## config.mk

```make
export PLATFORM = sky130hd
export DESIGN_NAME = call_scheduler
export DESIGN_NICKNAME = d
export VERILOG_FILES = /design/src/rtl/call_scheduler.sv
export SDC_FILE = /design/constraint.sdc
export NUM_CORES = 1
export LEC_CHECK = 0
export CAP_MARGIN = 20
export CORE_MARGIN = 3
export CORE_UTILIZATION = 40
export CTS_CLUSTER_DIAMETER = 150
export DETAILED_ROUTE_END_ITERATION = 10
export PLACE_DENSITY_LB_ADDON = 0.2
export SYNTH_ARGS = -nofsm -noshare
export SYNTH_HDL_FRONTEND = slang
export SYNTH_SLANG_ARGS = --single-unit
```

## constraint.sdc

```tcl
create_clock -name clk -period 3.55 [get_ports clk]
set_clock_uncertainty 0.15 [all_clocks]
set_input_delay 1.065 -clock clk [delete_from_list [all_inputs] [get_ports clk]]
set_output_delay 1.065 -clock clk [all_outputs]
set_load 0.05 [all_outputs]
```

## src/rtl/call_scheduler.sv

```systemverilog
// Call scheduler: debounces the three floor-call buttons, latches pending
// calls (LEDs), tracks cabin position and runs a SCAN direction FSM that
// presents one registered target floor and direction to the movement block.
//
// state  | meaning
// IDLE   | no travel direction; may present the current floor if it is called
// UP     | serving calls above the cabin, nearest first
// DOWN   | serving calls below the cabin, nearest first
module call_scheduler #(
  parameter int unsigned DEBOUNCE_CYCLES = 3
) (
  input  logic       clk,
  input  logic       reset_n,
  input  logic       button1,
  input  logic       button2,
  input  logic       button3,
  input  logic       floor1,
  input  logic       floor2,
  input  logic       floor3,
  input  logic       door,
  input  logic       sos_mode,
  output logic       led1,
  output logic       led2,
  output logic       led3,
  output logic [1:0] target_floor,
  output logic       dir_up,
  output logic       dir_down,
  output logic       call_valid
);

  localparam logic [7:0] DB_MAX = 8'(DEBOUNCE_CYCLES);

  typedef enum logic [1:0] {S_IDLE, S_UP, S_DOWN} state_t;

  logic [3:1]      btn;
  logic [3:1][7:0] cnt_q, cnt_d, cnt_inc;
  logic [3:1]      armed_q, armed_d;
  logic [3:1]      accept;
  logic [3:1]      pend_q, pend_d;
  logic [3:1]      served;
  logic [1:0]      pos_q, pos_d;
  state_t          state_q, state_d;
  logic [1:0]      tgt_q, tgt_d;
  logic            up_q, up_d, dn_q, dn_d, vld_q, vld_d;
  logic            above, below, here;
  logic [1:0]      near_up, near_dn;

  assign btn = {button3, button2, button1};

  // Per-button saturating debounce; accept once per press while armed.
  // Accepts are still consumed during SOS so a held button cannot fire on release.
  always_comb begin
    cnt_d   = cnt_q;
    cnt_inc = cnt_q;
    armed_d = armed_q;
    accept  = '0;
    for (int i = 1; i <= 3; i++) begin
      cnt_inc[i] = (cnt_q[i] == DB_MAX) ? cnt_q[i] : cnt_q[i] + 8'd1;
      if (btn[i]) begin
        cnt_d[i] = cnt_inc[i];
        if (armed_q[i] && (cnt_inc[i] == DB_MAX)) begin
          accept[i]  = 1'b1;
          armed_d[i] = 1'b0;
        end
      end else begin
        cnt_d[i]   = 8'd0;
        armed_d[i] = 1'b1;
      end
    end
  end

  // Position follows the one-hot floor sensors only when exactly one is high.
  always_comb begin
    pos_d = pos_q;
    case ({floor3, floor2, floor1})
      3'b001:  pos_d = 2'd1;
      3'b010:  pos_d = 2'd2;
      3'b100:  pos_d = 2'd3;
      default: pos_d = pos_q;
    endcase
  end

  // Pending calls: set on accept, cleared when the floor is served (clear wins).
  always_comb begin
    pend_d = pend_q;
    served = '0;
    for (int i = 1; i <= 3; i++) begin
      served[i] = door && (pos_q == i[1:0]);
      pend_d[i] = (pend_q[i] | accept[i]) & ~served[i];
    end
    if (sos_mode) pend_d = '0;
  end

  // Call geometry relative to the current position.
  always_comb begin
    above   = 1'b0;
    below   = 1'b0;
    here    = 1'b0;
    near_up = 2'd3;
    near_dn = 2'd1;
    case (pos_q)
      2'd1: begin
        above   = pend_q[2] | pend_q[3];
        here    = pend_q[1];
        near_up = pend_q[2] ? 2'd2 : 2'd3;
      end
      2'd2: begin
        above = pend_q[3];
        below = pend_q[1];
        here  = pend_q[2];
      end
      2'd3: begin
        below   = pend_q[1] | pend_q[2];
        here    = pend_q[3];
        near_dn = pend_q[2] ? 2'd2 : 2'd1;
      end
      default: ;
    endcase
  end

  // Direction FSM next state and registered outputs; no reversal while calls remain ahead.
  always_comb begin
    state_d = state_q;
    tgt_d   = 2'd0;
    up_d    = 1'b0;
    dn_d    = 1'b0;
    vld_d   = 1'b0;
    case (state_q)
      S_IDLE: begin
        if (here && !door) begin
          tgt_d = pos_q;
          vld_d = 1'b1;
        end else if (above) begin
          state_d = S_UP;
        end else if (below) begin
          state_d = S_DOWN;
        end
      end
      S_UP: begin
        if (!above) state_d = below ? S_DOWN : S_IDLE;
      end
      S_DOWN: begin
        if (!below) state_d = above ? S_UP : S_IDLE;
      end
      default: state_d = S_IDLE;
    endcase
    if (state_d == S_UP) begin
      tgt_d = near_up;
      up_d  = 1'b1;
      vld_d = 1'b1;
    end else if (state_d == S_DOWN) begin
      tgt_d = near_dn;
      dn_d  = 1'b1;
      vld_d = 1'b1;
    end
    if (sos_mode) begin
      state_d = S_IDLE;
      tgt_d   = 2'd0;
      up_d    = 1'b0;
      dn_d    = 1'b0;
      vld_d   = 1'b0;
    end
  end

  // State, call and output registers.
  always_ff @(posedge clk or negedge reset_n) begin
    if (!reset_n) begin
      cnt_q   <= '0;
      armed_q <= '1;
      pend_q  <= '0;
      pos_q   <= 2'd1;
      state_q <= S_IDLE;
      tgt_q   <= 2'd0;
      up_q    <= 1'b0;
      dn_q    <= 1'b0;
      vld_q   <= 1'b0;
    end else begin
      cnt_q   <= cnt_d;
      armed_q <= armed_d;
      pend_q  <= pend_d;
      pos_q   <= pos_d;
      state_q <= state_d;
      tgt_q   <= tgt_d;
      up_q    <= up_d;
      dn_q    <= dn_d;
      vld_q   <= vld_d;
    end
  end

  assign led1         = pend_q[1];
  assign led2         = pend_q[2];
  assign led3         = pend_q[3];
  assign target_floor = tgt_q;
  assign dir_up       = up_q;
  assign dir_down     = dn_q;
  assign call_valid   = vld_q;

endmodule
```

**Yosys cells after proc, flatten, opt, wreduce, memory -nomap -nowiden**

Cells that the tools add are included.
Widths: inputs -> output; s select.

- Bits in registers: 39
- Output and inout bits: 8
- Word-level logic and storage cells: 107

- $add $sub $neg: 3
- Eq/ne operators: 19
- Mux-type cells: 51
- Bitwise operators: 11
- Reductions and logical operators: 10

Operators by type and width:

| kind | count |
|---|---|
| $eq 8x2->1 const B | 6 |
| $mux 8 | 6 |
| $mux 2 | 14 |
| $mux 1 | 25 |
| $add 8x1->8 const B | 3 |
| $pmux 2 s3 | 2 |
| $eq 2x2->1 const B | 4 |
| $logic_and 1x1->1 | 7 |
| $eq 2x1->1 const B | 3 |
| $ne 2x1->1 const B | 3 |
| $or 1x1->1 | 5 |
| $pmux 1 s2 | 2 |
| $and 1x1->1 | 3 |
| $eq 3x1->1 const B | 1 |
| $eq 3x2->1 const B | 1 |
| $eq 3x3->1 const B | 1 |
| $mux 3 | 1 |
| $not 1->1 | 3 |
| $pmux 1 s3 | 1 |
| $reduce_bool 3->1 | 1 |
| $logic_not 2->1 | 1 |
| $logic_not 1->1 | 1 |

**Logic depth before layout (Yosys ltp)**

Gate-level depths: netlist of the first run.

- Word-level depth: 10
- Gate-level depth with buffers: 7
- Depth with buffers taken out: 7

**Worst setup path after synthesis of the first run**

OpenSTA, ideal clock, no wires.

- Path kind: input to register
- Start point: input port door
- End point: register tgt_q[0], in the netlist target_floor[0]
- Library setup time: 96 ps
- Data arrival time: 2141 ps
- Data required time: 3304 ps
- Setup slack: 1163 ps
- Cell stages on the path: 5
- Buffers on the path: 0
- Path through: or4_4 > nor2_2 > a31oi_1 > a31o_1 > o32ai_2

- Word-level cells in the longest chain between the ends: 8
- Elaborated cells between the ends (all ways): 11

Ends and longest elaborated chain:

| what | line | text |
|---|---|---|
| from (decl) | 20 | `input logic door,` |
| $logic_not 1->1 (*) | 130 | `if (here && !door) begin` |
| $logic_and 1x1->1 (*) | 130 |  |
| $mux 2 | 130 |  |
| $pmux 2 s3 | 128 | `case (state_q)` |
| $eq 2x2->1 | 151 | `end else if (state_d == S_DOWN) begin` |
| $mux 2 | 151 |  |
| $mux 2 (*) | 147 | `if (state_d == S_UP) begin` |
| $mux 2 (*) | 156 | `if (sos_mode) begin` |
| via tgt_d[0] | 43 | `logic [1:0] tgt_q, tgt_d;` |
| to (signal assigned) | 183 | `tgt_q <= tgt_d;` |
| to (decl) | 43 |  |

The timed path passes the listed nets; every way through them passes the cells marked *.
A chain may end at the register's enable or synchronous reset.

**Worst setup path after layout of the first run**

- Start point: register pend_q[2] (netlist bit)
- End point: output port led2

RTL lines:

| what | line | text |
|---|---|---|
| from (decl) | 39 | `logic [3:1] pend_q, pend_d;` |
| from (signal assigned) | 180 | `pend_q <= pend_d;` |
| to (decl) | 23 | `output logic led2,` |

No word-level cell between the ends.

==> results of run 1 <==
==> worst min-delay path by stage <==
stage | end | slack, ns | cells past startpoint | from
final | armed_q[1] | 0.36 | 2 | armed_q[1]
after global routing | pend_q[3] | 0.37 | 2 | armed_q[3]
after CTS | armed_q[1] | 0.36 | 2 | armed_q[1]
after detailed placement | armed_q[1] | 0.35 | 2 | armed_q[1]
after global placement | armed_q[1] | 0.34 | 2 | armed_q[1]
after floorplan | armed_q[1] | 0.34 | 2 | armed_q[1]
==> power by group <==
group          internal, mW  switching [mW]  total [mW]  leakage, nW
clock                 0.178           0.156       0.333       0.0515
sequential            0.501          0.0541       0.555        0.520
combinational         0.124           0.163       0.287        0.546
total                 0.802           0.373        1.18         1.12
==> stage by stage <==
step | util, % | setup slack (ns) | instances
final | 48.62 | 0.7309 | 321
after global placement | 46.72 | 0.6086 | 313
after global routing | 48.62 | 0.6582 | 321
after detailed placement | 46.72 | 0.6049 | 313
after CTS | 48.62 | 0.7139 | 321
after floorplan | - | 1.163 | 230
==> registers in the layout, summed over array words and instances, names as in the netlist <==
register / count
cnt_q: 24
armed_q: 3
pend_q: 3
pos_q: 2
state_q: 2
target_floor: 2
call_valid: 1
dir_down: 1
dir_up: 1
==> layer usage <==
layer,part of all wire (%),vias up,routed length (µm),track usage [%]
met5,0,-,0,0
met4,0.63,0,27,4.899
met3,4.1,4,176,3.659
met2,46,28,1967,23.51
met1,49,814,2088,19.52
li1,-,864,-,-
==> layout make-up <==
type                            count  area share, %
Clock buffer                        8          3.906
Inverter                            5         0.7324
Multi-Input combinational cell    182          47.22
Sequential cell                    39          38.28
Tap cell                           70          3.418
Timing Repair Buffer               17          6.445
==> cells by family after synthesis <==
logic type / after synthesis
AOI/OAI and AO/OA: 49
xor gates and xnor gates: 21
adders and majority gates: 8
buffers and inverters: 9
DFF: 39
muxes: 5
and+or+nand+nor: 99
==> layout by cell type, fill, tap and decap left out, types with 2 or more instances in the layout <==
cell type and n:
nor2b_1 5, xor2_1 8, or3_1 3, and3_1 6, dfstp_2 4, a21oi_1 10, ha_1 8, o21ai_0 9
o211a_1 2, inv_1 5, nand4_1 2, a41oi_1 2, nor2_1 28, dfrtp_1 35, xnor2_1 13, mux2i_1 4
nand3_1 12, nand2_1 21, nor4_1 2, clkdlybuf4s50_1 16, nor3_1 2, and2_1 10, o31ai_1 3, a32oi_1 2
a22oi_1 2, clkbuf_8 7, a21boi_0 4, o32a_1 2
==> impl_metrics.json, run 1 <==
{
  "status": "completed",
  "postLayoutCellArea_mm2": 0.002562,
  "syn_area_mm2": 0.002235,
  "max_freq_mhz": 354.7,
  "row_count": 26,
  "path_class": "reg -> out",
  "synth-edff-count": 0,
  "hold_buffers": 0,
  "start_kind": "flip-flop",
  "tightest_slew_ns": 0.8867,
  "syn_nets": 248,
  "slowest_delay_ns": 0.85,
  "grt_antenna_before_repair": 0,
  "critPathBufInv": 1,
  "routed_via_density": 5.327,
  "netlist_top_cells_count": "dfrtp_1 (35), nor2_1 (28), nand2_1 (21), xnor2_1 (13), nand3_1 (12)",
  "multi_input_area_mm2": 0.001210,
  "grt_max_degree": 40,
  "cts_setup_buffers": 0,
  "cp_cell_sequence": "clkdlybuf4s50_1",
  "synthAdderAreaFrac_pct": 4.479,
  "timing.rr.start": "pos_q[0]",
  "cts_resized": 0,
  "synth-main-ff-cell": "dfrtp_1",
  "synth_top_area_share_pct": 39.19,
  "fin_tns_setup_ns": 0,
  "grt_pass1_wl_um": 7548,
  "postSynthAreaPerCell_um2": 9.716,
  "path_depth": 1,
  "slew_headroom_pct": 40.89,
  "io_pins": 18,
  "synth_compound_area_share_pct": 16.69,
  "cap_viol_max_count": 0,
  "yosysUniqueCellTypes": 51,
  "grt_overflow_total": 0,
  "die_w_um": 80.75,
  "crit_path_start": "pend_q[2]",
  "clkSlewWorstSetupHoldPaths_ns": 0.08,
  "grt_setup_unrepaired": "no",
  "critPathArrivalTime_ns": 1.60,
  "synth_xor_area_share_pct": 8.231,
  "die_h_um": 80.75,
  "clock_path_buffers": 2,
  "cts_tree": "built",
  "synth_cells": 230,
  "drcViolationCount": 0,
  "drv_slew": 0,
  "synth_area_leaders": "dfrtp_1 (39%), xnor2_1 (5.1%), dfstp_2 (4.7%)",
  "numClockSinks": 39,
  "layout-drive-gt1-share_pct": 7.570,
  "synth_top_area_cell": "dfrtp_1",
  "synth.most_common_cell": "dfrtp_1",
  "core-area_mm2": 0.005270,
  "dpl.hpwl_um": 2969,
  "crit_fanout": 7,
  "h-tree-depth": 2,
  "grt_pass1_vias": 1671,
  "drt_wl_total_um": 4260,
  "yosys_warnings": 0,
  "gp_congestion": 0.9117,
  "hold_class": "reg -> reg",
  "die_area_mm2": 0.006520,
  "peakVddDrop_v": 0.0002416,
  "placed_area_mm2": 0.002462,
  "critPathCaptureType": "output pin",
  "n_fill_cell": 504,
  "async_flop_share_pct": 100.0,
  "period_share_pct": 79.41,
  "diodes": 0,
  "hold_violations": 0,
  "synthMuxAreaShare_pct": 2.296,
  "r2r-end": "target_floor[0]",
  "rr_worst_depth": 7,
  "cts_buffers": 5,
  "cpMaxStageDelayCell": "clkdlybuf4s50_1",
  "regArea_um2": 980.9,
  "start_util_pct": 42.40,
  "required_ns": 2.33,
  "synth_seq_cells": 39,
  "vias": 1710,
  "drtIter0Drc": 124,
  "port_buffers": 17,
  "drt-pass1-iter-count": 4,
  "synth_simple_gate_area_share_pct": 22.45,
  "p_total_mw": 1.175,
  "power_density_mw_per_mm2": 458.7,
  "crit_family": "buffers and inverters",
  "syn2layout_area_growth_pct": 14.67,
  "final_antenna_net_count": 0,
  "r2r_slack_ns": 1.25,
  "cts_root_buf": "clkbuf_8",
  "setup_viol": 0,
  "crit_end": "led2",
  "clock_latency_ns": 0.28,
  "track_usage_pct": 14.70,
  "fin_crit_ns": 2.819,
  "wire_per_inst_um": 13.27,
  "nets": 268,
  "synth_top_family_by_area": "simple AND/OR/NAND/NOR gates",
  "p_leak_nw": 1.117,
  "final.hold.worst_slack_ns": 0.3621,
  "yosysSeqAreaShare_pct": 43.90
}
Note: power is estimated with default switching activity, not from simulation.
==> inputs of run 2 (changes only) <==
==> constraint.sdc (replaced) <==
create_clock -name clk -period 2.65 [get_ports clk]
set_clock_uncertainty 0.15 [all_clocks]
set_input_delay 0.795 -clock clk [delete_from_list [all_inputs] [get_ports clk]]
set_output_delay 0.795 -clock clk [all_outputs]
set_load 0.05 [all_outputs]
==> run 2 against run 1 <==
  * Sequential power grew 34%
  * Final area grew 1.4%
  * Worst hold slack lost 0.066 ns
  * Core utilization grew 0.66 points
  * Sequential share of layout area shrank 0.52 points
  * Clock power grew 35%
  * Setup slack lost 0.64 ns
  * Register-to-register slack lost 0.92 ns
  * Critical path type unchanged
  * Largest cell class unchanged
  * Largest power group unchanged
==> impl_metrics.json, run 2 (synthesis gave the netlist of run 1 again) <==
{
  "clkSlewWorstSetupHoldPaths_ns": 0.07,
  "cap_viol_max_count": 0,
  "track_usage_pct": 14.47,
  "cts_buffers": 5,
  "row_count": 26,
  "dpl.hpwl_um": 3061,
  "cpMaxStageDelayCell": "clkdlybuf4s50_1",
  "grt_setup_unrepaired": "no",
  "layout-drive-gt1-share_pct": 8.661,
  "start_kind": "flip-flop",
  "crit_family": "buffers and inverters",
  "regArea_um2": 980.9,
  "critPathCaptureType": "output pin",
  "critPathBufInv": 1,
  "die_h_um": 80.75,
  "cts_resized": 0,
  "path_class": "reg -> out",
  "max_freq_mhz": 391.5,
  "instances_no_fill": 324,
  "power_density_mw_per_mm2": 610.5,
  "dp.cells": 316,
  "die_area_mm2": 0.006520,
  "regMostFlops": "cnt_q",
  "tightest_slew_ns": 0.4932,
  "peakVddDrop_v": 0.0004029,
  "drcViolationCount": 0,
  "clock_latency_ns": 0.29,
  "routed_via_density": 5.432,
  "p_total_mw": 1.586,
  "critPathArrivalTime_ns": 1.61,
  "reg_top3": "cnt_q (24), armed_q (3), pend_q (3)",
  "cp_cell_sequence": "clkdlybuf4s50_1",
  "clock_path_buffers": 2,
  "switching_share_pct": 31.86,
  "p_seq_share_pct": 46.8,
  "cts_root_buf": "clkbuf_8",
  "fin_crit_ns": 2.554,
  "drv_slew": 0,
  "final.hold.worst_slack_ns": 0.2964,
  "setup_viol": 0,
  "multi_input_area_mm2": 0.001210,
  "drt_wl_total_um": 4275,
  "cts_setup_buffers": 0,
  "grt_pass1_vias": 1684,
  "io_pins": 18,
  "grt_pass1_wl_um": 7479,
  "cts_tree": "built",
  "syn2layout_area_growth_pct": 16.24,
  "grt_antenna_before_repair": 0,
  "fin_tns_setup_ns": 0,
  "vias": 1760,
  "grt_max_degree": 21,
  "final_common_cell": "dfrtp_1",
  "h-tree-depth": 2,
  "port_buffers": 17,
  "slew_headroom_pct": 67.02,
  "combPwrFrac_pct": 25.0,
  "period_share_pct": 96.39,
  "gp_congestion": 0.8998,
  "slowest_delay_ns": 0.85,
  "switchingPower_mw": 0.5052,
  "p_leak_nw": 1.137,
  "largest_reg_flops": 24,
  "wire_per_inst_um": 13.19,
  "hold_buffers": 0,
  "die_w_um": 80.75,
  "drt-pass1-iter-count": 4,
  "grt_overflow_total": 0,
  "nets": 271,
  "intPower_mw": 1.081,
  "required_ns": 1.71,
  "power.clock.fraction_pct": 28.2,
  "start_util_pct": 42.40,
  "hold_violations": 0,
  "diodes": 0,
  "core-area_mm2": 0.005270,
  "final_antenna_net_count": 0,
  "n_fill_cell": 485,
  "numClockSinks": 39,
  "final_cell_mix": "dfrtp_1 (35), nor2_1 (28), nand2_1 (21)",
  "drtIter0Drc": 98,
  "crit_fanout": 5,
  "status": "completed",
  "hold_class": "in -> async"
}
-- run 2: final cells by class --
type / count / share of cell area [%]
clock buffer: 8 / 3.854
inverter: 5 / 0.7225
multi-input combinational: 182 / 46.58
sequential: 39 / 37.76
tap: 70 / 3.372
timing repair buffer: 20 / 7.707
-- run 2: worst paths after layout --
kind                            start         endpoint  slack (ns)  cells after the start
max                         pend_q[3]             led3         0.1                      1
min                           reset_n       state_q[1]        0.30                      1
max reg2reg                  pos_q[0]  target_floor[0]        0.33                      7
min reg2reg                armed_q[3]        pend_q[3]        0.36                      2
max in group asynchronous     reset_n       armed_q[2]        1.51                      2
min in group clk           armed_q[3]        pend_q[3]        0.36                      2
-- run 2: power groups by stage --
| stage | clock [mW] | sequential (mW) | combinational, mW |
|---|---|---|---|
| 2_1_floorplan | 0 | 0.791 | 0.230 |
| 3_3_place_gp | 0 | 0.752 | 0.389 |
| 3_5_place_dp | 0 | 0.752 | 0.396 |
| 4_1_cts | 0.464 | 0.741 | 0.397 |
| 5_1_grt | 0.493 | 0.753 | 0.437 |
| 6_report | 0.448 | 0.742 | 0.396 |
-- run 2: through the flow --
stage                     utilization [%]  cell area (µm²)  worst slack, ns
final                               49.29             2597          0.09558
after global routing                49.29             2597          0.03447
after CTS                           49.29             2597          0.07907
after detailed placement            47.39             2497          0.03971
after global placement              47.39             2497          0.06359
after floorplan                         -             2235           0.5335
-- run 2: metal layers --
layer	GRT usage [%]	routed length, µm	vias up
li1	-	-	871
met1	18.55	2062	843
met2	23.51	1950	37
met3	3.437	185	9
met4	5.912	76	0
met5	0	0	-
==> inputs of run 3 (changes only) <==
--- a/config.mk
+++ b/config.mk
@@ -7,7 +7,7 @@
 export LEC_CHECK = 0
 export CAP_MARGIN = 20
 export CORE_MARGIN = 3
-export CORE_UTILIZATION = 40
+export CORE_UTILIZATION = 58
 export CTS_CLUSTER_DIAMETER = 150
 export DETAILED_ROUTE_END_ITERATION = 10
 export PLACE_DENSITY_LB_ADDON = 0.2
==> run 3 against run 2 <==
  * Via count decreased by 0.74%
  * First-iteration DRC count increased by 49%
  * Largest cell class unchanged
  * Count of clock-buffer cells in the layout decreased by 3
==> impl_metrics.json, run 3 (synthesis gave the netlist of run 1 again) <==
{
  "status": "completed",
  "drt-pass1-iter-count": 4,
  "syn2layout_area_growth_pct": 13.83,
  "drcViolationCount": 0,
  "die_w_um": 68.07,
  "tightest_slew_ns": 0.5046,
  "clock_path_buffers": 2,
  "cp_cell_sequence": "clkdlybuf4s50_1",
  "critPathArrivalTime_ns": 1.63,
  "cap_viol_max_count": 0,
  "routed_via_density": 5.843,
  "intPower_mw": 1.021,
  "p_leak_nw": 1.128,
  "row_count": 21,
  "cts_setup_buffers": 0,
  "met1_usage_pct": 26.47,
  "h-tree-depth": 2,
  "grt.busiest_layer": "met2",
  "layout-drive-gt1-share_pct": 8.696,
  "numClockSinks": 39,
  "power.clock.fraction_pct": 25.5,
  "grt_pass1_wl_um": 7693,
  "slowest_delay_ns": 0.85,
  "switchingPower_mw": 0.5116,
  "core-area_mm2": 0.003521,
  "vias": 1747,
  "largest_reg_flops": 24,
  "final.hold.worst_slack_ns": 0.3064,
  "max_freq_mhz": 387.7,
  "start_util_pct": 63.47,
  "drv_slew": 0,
  "p_seq_share_pct": 48.6,
  "die_h_um": 68.07,
  "cts_buffers": 5,
  "hold_class": "in -> async",
  "switching_share_pct": 33.38,
  "power_density_mw_per_mm2": 602.7,
  "worst_slack_ns": 0.07073,
  "io_pins": 18,
  "port_buffers": 17,
  "gp_congestion": 0.8503,
  "grt_util_met2_pct": 36.58,
  "grt_setup_unrepaired": "no",
  "critPathCaptureType": "output pin",
  "required_ns": 1.71,
  "grt_antenna_before_repair": 0,
  "clkSlewWorstSetupHoldPaths_ns": 0.08,
  "crit_path_start": "pend_q[2]",
  "cts_tree": "built",
  "cts_resized": 0,
  "use_met3_pct": 6.568,
  "critPathBufInv": 1,
  "cts_root_buf": "clkbuf_8",
  "hold_violations": 0,
  "hold_buffers": 0,
  "combPwrFrac_pct": 26.0,
  "final_common_cell": "dfrtp_1",
  "start_kind": "flip-flop",
  "dpl.hpwl_um": 3149,
  "peakVddDrop_v": 0.0004907,
  "wire_per_inst_um": 14.41,
  "final_antenna_net_count": 0,
  "track_usage_pct": 22.23,
  "pre_cts_slack_ns": -0.04360,
  "clock_latency_ns": 0.30,
  "grt_pass1_vias": 1771,
  "regMostFlops": "cnt_q",
  "reg_top3": "cnt_q (24), armed_q (3), pend_q (3)",
  "fin_crit_ns": 2.579,
  "drt_wl_total_um": 4308,
  "period_share_pct": 97.33,
  "nets": 270,
  "slew_headroom_pct": 66.25,
  "crit_fanout": 7,
  "timing.rr.start": "pos_q[0]",
  "grt_overflow_total": 0,
  "setup_viol": 0,
  "crit_family": "buffers and inverters",
  "p_total_mw": 1.533,
  "path_class": "reg -> out",
  "die_area_mm2": 0.004634,
  "cpMaxStageDelayCell": "clkdlybuf4s50_1",
  "drtIter0Drc": 146,
  "grt_max_degree": 21,
  "diodes": 0,
  "final_cell_mix": "dfrtp_1 (35), nor2_1 (28), nand2_1 (21)"
}
[run 3: per-stage QoR]
stage | util (%) | TNS (ns) | instance area [µm²] | std cells
final | 72.25 | 0 | 2544 | 299
after global routing | 72.25 | 0 | 2544 | 299
after CTS | 72.25 | 0 | 2544 | 299
after detailed placement | 69.87 | -0.04360 | 2460 | 291
after global placement | 69.87 | 0 | 2460 | 291
after floorplan | - | 0 | 2235 | 230
[run 3: area by class of cell]
cell class	count	area, µm²
clock buffer	5	68.82
clock inverter	3	15.01
fill	272	977.2
inverter	5	18.77
multi-input combinational	182	1210
sequential	39	980.9
tap	46	57.56
timing repair buffer	19	192.7
[run 3: power by group through the flow]
stage	combinational (mW)	sequential [mW]	clock [mW]
floorplan	0.230	0.791	0
global placement	0.383	0.750	0
detailed placement	0.396	0.754	0
CTS	0.401	0.744	0.406
global route	0.443	0.757	0.439
finish	0.398	0.744	0.390
[run 3: final timing paths]
kind / end / slack [ns] / cells after the start
hold reg to reg: pend_q[3] / 0.38 / 2
hold / removal: cnt_q[4] / 0.31 / 1
setup / recovery: led2 / 0.07 / 1
setup reg to reg: target_floor[0] / 0.36 / 7
max in group asynchronous: armed_q[3] / 1.49 / 2
min in group clk: pend_q[3] / 0.38 / 2
[run 3: per-layer routing]
metal	share of wire, %	up-vias	wire [µm]
met4	3.2	0	136
met5	0	-	0
met3	4.4	13	191
met2	47	42	2028
li1	-	867	-
met1	45	825	1951
